<file path="config.mk">
export PLATFORM = sky130hd
export DESIGN_NAME = gravity_tick_gen
export DESIGN_NICKNAME = d
export VERILOG_FILES = /design/src/rtl/gravity_tick_gen.sv
export SDC_FILE = /design/constraint.sdc
export NUM_CORES = 1
export LEC_CHECK = 0
export ABC_AREA = 1
export BUFFER_PORTS_ARGS = -buffer_cell sky130_fd_sc_hd__buf_2
export CORE_ASPECT_RATIO = 0.7
export CORE_MARGIN = 3
export CORE_UTILIZATION = 30
export DETAILED_ROUTE_END_ITERATION = 7
export PLACE_DENSITY_LB_ADDON = 0.25
export SLEW_MARGIN = 20
export SYNTH_ARGS = -nofsm -noshare
export SYNTH_HDL_FRONTEND = slang
export SYNTH_SLANG_ARGS = --single-unit
</file>
<file path="constraint.sdc">
create_clock -name clk -period 3.2 [get_ports clk]
set_input_delay 0.48 -clock clk [delete_from_list [all_inputs] [get_ports clk]]
set_output_delay 0.48 -clock clk [all_outputs]
set_load 0.01 [all_outputs]
</file>
<file path="src/rtl/gravity_tick_gen.sv">
// gravity_tick_gen: periodic "fall step" tick generator.
//
// A WIDTH-bit counter runs 0..period_cur-1 while en is high. On the edge
// after the terminal count a one-cycle registered tick is produced. With
// GRAVITY_TICK_ACCEL_EN defined, each tick also shortens the period by STEP,
// floored at MIN_PERIOD. Without the macro the period is fixed at
// START_PERIOD. restart (synchronous) and reset (asynchronous) both return
// the block to its start state; restart beats a coincident terminal count.
//
// Legal parameters: 1 <= MIN_PERIOD <= START_PERIOD <= 2**WIDTH-1.
module gravity_tick_gen #(
    parameter int WIDTH        = 12,
    parameter int START_PERIOD = 3000,
    parameter int MIN_PERIOD   = 500,
    parameter int STEP         = 250
) (
    input  logic             clk,
    input  logic             reset,
    input  logic             en,
    input  logic             restart,
    output logic             tick,
    output logic [WIDTH-1:0] period_cur,
    output logic             at_min
);

    localparam logic [WIDTH-1:0] START_P = WIDTH'(START_PERIOD);
    localparam logic [WIDTH-1:0] MIN_P   = WIDTH'(MIN_PERIOD);
    localparam logic [WIDTH-1:0] ONE     = WIDTH'(1);

    logic [WIDTH-1:0] cnt;
    logic             terminal;

    // Terminal count only matters while counting is enabled.
    assign terminal = en && (cnt == (period_cur - ONE));

    // Cycle counter and registered tick pulse; restart has priority over counting.
    always_ff @(posedge clk or posedge reset) begin
        if (reset) begin
            cnt  <= '0;
            tick <= 1'b0;
        end else if (restart) begin
            cnt  <= '0;
            tick <= 1'b0;
        end else if (terminal) begin
            cnt  <= '0;
            tick <= 1'b1;
        end else if (en) begin
            cnt  <= cnt + ONE;
            tick <= 1'b0;
        end else begin
            tick <= 1'b0;
        end
    end

`ifdef GRAVITY_TICK_ACCEL_EN
    localparam logic [WIDTH:0] STEP_W = (WIDTH+1)'(STEP);

    logic [WIDTH:0]   diff;
    logic [WIDTH-1:0] period_next;

    // Shortened period: subtract one bit wider so an underflow shows up as a
    // set MSB instead of wrapping, then clamp to the floor.
    always_comb begin
        diff        = {1'b0, period_cur} - STEP_W;
        period_next = diff[WIDTH-1:0];
        if (diff[WIDTH] || (diff[WIDTH-1:0] < MIN_P)) begin
            period_next = MIN_P;
        end
    end

    // Period register: reloads on restart, shortens on every tick-producing edge.
    always_ff @(posedge clk or posedge reset) begin
        if (reset) begin
            period_cur <= START_P;
        end else if (restart) begin
            period_cur <= START_P;
        end else if (terminal) begin
            period_cur <= period_next;
        end
    end

    // Floor flag decoded straight from the period register.
    assign at_min = (period_cur == MIN_P);
`else
    // Fixed-period build: the period never changes, so the floor flag is a constant.
    assign period_cur = START_P;
    assign at_min     = (START_P == MIN_P);
`endif

endmodule
</file>
-- Yosys cells after proc, flatten, opt, wreduce, memory -nomap -nowiden
Index checks and enable logic that the tools add are counted.
- register bits: 13
- input port bits: 4
- output and inout port bits: 14
- word-level logic and storage cells: 11
- add/subtract/negate cells: 1
- eq/ne operators: 1
- muxes and demuxes: 5
- reductions and logical operators: 2
- operators by type and width (kind ; count):
    two-way mux 12 bit ; 3
    adder 12 x 1 -> 12 bit, second input constant ; 1
    == test 12 bit, second input constant ; 1
    nonzero test 3 bit ; 1
    two-way mux 1 bit ; 2
    logical AND 1 bit ; 1

-- Longest topological paths before layout
- word-level depth: 4
- depth in mapped cells: 8
- mapped depth without buffers: 8

-- Worst setup path after synthesis
OpenSTA, ideal clock, no wires.
- path kind: register to register
- start point: reg cnt[0]
- end point: reg cnt[6]
- setup time: 0.118 ns
- arrival time: 1.068 ns
- path slack: 2.013 ns
- cell stages (with the launch flop): 8
- path buffers: 0
- clock period less this slack: 1.187 ns
- cell sequence: dfrtp_1 -> ha_1 -> nand2_1 -> nor2_2 -> nand2_1 -> nor2_1 -> o21bai_1 -> nor2_2
- cells in the longest elaborated chain, start to end: 4
- elaborated cells between the ends (all ways): 7
- those cells by class: add/sub (1); eq/ne (1); mux (3); reduce/logical (2)
- RTL lines (element ; RTL line ; source):
    from (decl) ; 30 ; logic [WIDTH-1:0] cnt;
    from (signal assigned) ; 48 ; cnt <= cnt + ONE;
    adder 12 x 1 -> 12 bit / == test 12 bit (equally long branches) ; 48, 34 ;
    two-way mux 12 bit / logical AND 1 bit (equally long branches) ; 47, 34 ;
    two-way mux 12 bit ; 44 ; end else if (terminal) begin
    two-way mux 12 bit ; 41 ; end else if (restart) begin
Several ways; a longest one is shown, not always the timed one. The select of a mux whose other input is x is not followed.
A chain may end at the register's enable or synchronous reset.

-- Final worst setup path
Ends and elaborated chain as after synthesis.

==> summary.txt <==
Status = finished clean
Initial antenna violation count = 0
Pleak = 0.4514 nW
Via density = 4.190
Syn_area_per_cell = 7.607 um^2
Post-route ant nets = 0
Max Slew Vio Count = 0
Via count = 641
Cells after Synth = 113
Chip height = 50.79 um
Fin area = 910.9 um^2
Total power = 0.0003415 W
Worst Path Max Fanout = 4
Final RePlAce weighted congestion = 0.8261
Final WL = 1629 um
Fin crit period = 1.429 ns
Post-synthesis sequential area ratio = 0.3785
Site Rows = 15
Post-CTS resize count = 0
First-pass GRT wire length = 2911 um
R2R Path End = cnt[6]
Worst-path clk slew = 0.05 ns
Placed instance area = 865.8 um^2
F_max = 0.7000 GHz
Largest net degree at the start of global routing = 14
Arrival time worst endpoint = 1.56 ns
Mapped cell area = 859.6 um^2
CTS buffer count = 3
Clock sink count = 13
Endpoint type of the worst setup path = flip-flop
Core area = 2590 um^2
Slew headroom = 0.6461
Reg2reg start = cnt[0]
Hold WC Path Type = in -> async
GRT overflow = 0
Drt initial violations = 21
Required @ worst endpoint = 3.34 ns
Hold Slack = 0.2615 ns
DRC = 0
I/O pin count = 18
Worst reg-to-reg path cell count = 7
Nets = 125
Pwr Density = 374.9 nW/um^2
Final period util = 0.4464
Crit path kind = reg -> reg
Vias in the first global route = 609
DP HPWL = 1351 um
Post-CTS Hold Fix Bufs = 0
Actual slew at the worst max-slew pin = 0.5303 ns
Max IR drop VDD = 255.1 uV
Ys Warns = 0
P&R area growth vs syn = 5.968%
Layout cells sized above 1 = 0.1765
RSZ-0062 raised after global routing = no
Root buf cell = clkbuf_8
Total Neg Setup Slack = 0 ns
Total GRT Usage = 0.1074
CTS tree = yes
Diodes inserted = 0
Yosys cell types = 23
Max Cap Violations = 0
Setup bufs post-CTS = 0
Drt first pass iters = 4
Reg-to-reg slack, setup = 1.77 ns
Avg WL per Cell = 10.65 um
Hold Fails Final Rpt = 0
Initial core utilization = 0.3319
# port buffers = 4
Clk buf depth = 2
Clock Latency Late Sink = 0.25 ns
Seq cells post-synth = 13
Final Setup Violations = 0
Clk_skew = 0.002346 ns
Startpoint types = flip-flop
Die Width = 69.98 um
Die area = 3554 um^2
H-tree depth = 1
-- cell usage in the layout, fill, tap and decap left out, types with 3 or more instances in the layout --
cell / Yosys / layout
conb_1: 2 / 13
nor2_2: 3 / 3
nand2_1: 25 / 25
dfrtp_1: 13 / 13
xor2_1: 3 / 3
inv_1: 12 / 12
nor2_1: 17 / 17
buf_2: 0 / 4
nand4_1: 3 / 3
nand2_2: 4 / 4
clkbuf_8: 0 / 3
nand3_1: 4 / 4
-- cells by family (layout without fill, tap and decap cells) --
| family | Yosys count | count (layout) | share of synthesized area |
|---|---|---|---|
| AOI/OAI and AO/OA | 4 | 4 | 0.03347 |
| xor gates and xnor gates | 4 | 4 | 0.04076 |
| adders and majority gates | 1 | 1 | 0.01455 |
| buffers and inverters | 26 | 21 | 0.1703 |
| DFF | 13 | 13 | 0.3785 |
| other | 2 | 13 | 0.008737 |
| and+or+nand+nor | 63 | 63 | 0.3537 |
-- Yosys cell counts, drive strengths merged --
library cell,count,area [um^2]
xor2,3,26.28
dfrtp,13,325.3
conb,2,7.510
nor2,22,105.1
o21bai,2,18.77
o21ai,1,5.000
nor4,1,6.260
a21oi,1,5.000
nand2,29,118.9
nand4,3,18.77
inv,13,48.79
ha,1,12.51
nand3,5,30.03
buf,13,97.59
xnor2,1,8.760
nor3,3,25.02
-- critical path, stage by stage, from the launching register on --
cell and delay [ns]:
dfrtp_1 0.38, ha_1 0.19, nand2_1 0.13, nor2_1 0.12, nand2_1 0.06, nor2_1 0.22
o21bai_1 0.17, nor2_2 0.04
-- per-stage QoR --
step                setup WS (ns)  utilization  instances
global placement            1.807       0.3343        149
detailed placement          1.796       0.3343        149
global route                1.656       0.3517        153
floorplan                   2.013            -        124
finish                      1.771       0.3517        153
CTS                         1.804       0.3517        153
-- routing by layer --
metal | vias up | routed length, um | part of all wire | global-route usage
met3 | 2 | 76 | 0.047 | 0.05000
li1 | 337 | - | - | -
met2 | 9 | 672 | 0.41 | 0.1442
met5 | - | 0 | 0 | 0
met1 | 293 | 867 | 0.53 | 0.1521
met4 | 0 | 12 | 0.0074 | 0.02866
-- worst max-delay path by stage --
stage,depth (start not counted),to,from,slack [ns]
2_1_floorplan,7,cnt[6],cnt[0],2.01
3_3_place_gp,7,cnt[6],restart,1.81
3_5_place_dp,7,cnt[6],restart,1.80
4_1_cts,7,cnt[6],cnt[0],1.80
5_1_grt,8,cnt[10],cnt[0],1.66
6_report,7,cnt[6],cnt[0],1.77
-- report_power, final --
part	switching, W	internal [W]
clock network	0.0000597	0.0000881
logic	0.0000198	0.00000513
registers	0.00000197	0.000167
total	0.0000815	0.000260
-- flip-flops by register name, summed over array words and instances (netlist names) --
register	flops
tick	1
cnt	12
-- cell type report --
| type | count | area [um^2] |
|---|---|---|
| multi-input combinational | 85 | 429.2 |
| timing repair buffer | 4 | 20.02 |
| clock buffer | 4 | 45.04 |
| tap | 34 | 42.54 |
| sequential | 13 | 325.3 |
| fill | 277 | 1679 |
| inverter | 13 | 48.80 |
No activity file was read; power rests on OpenSTA's default activity.
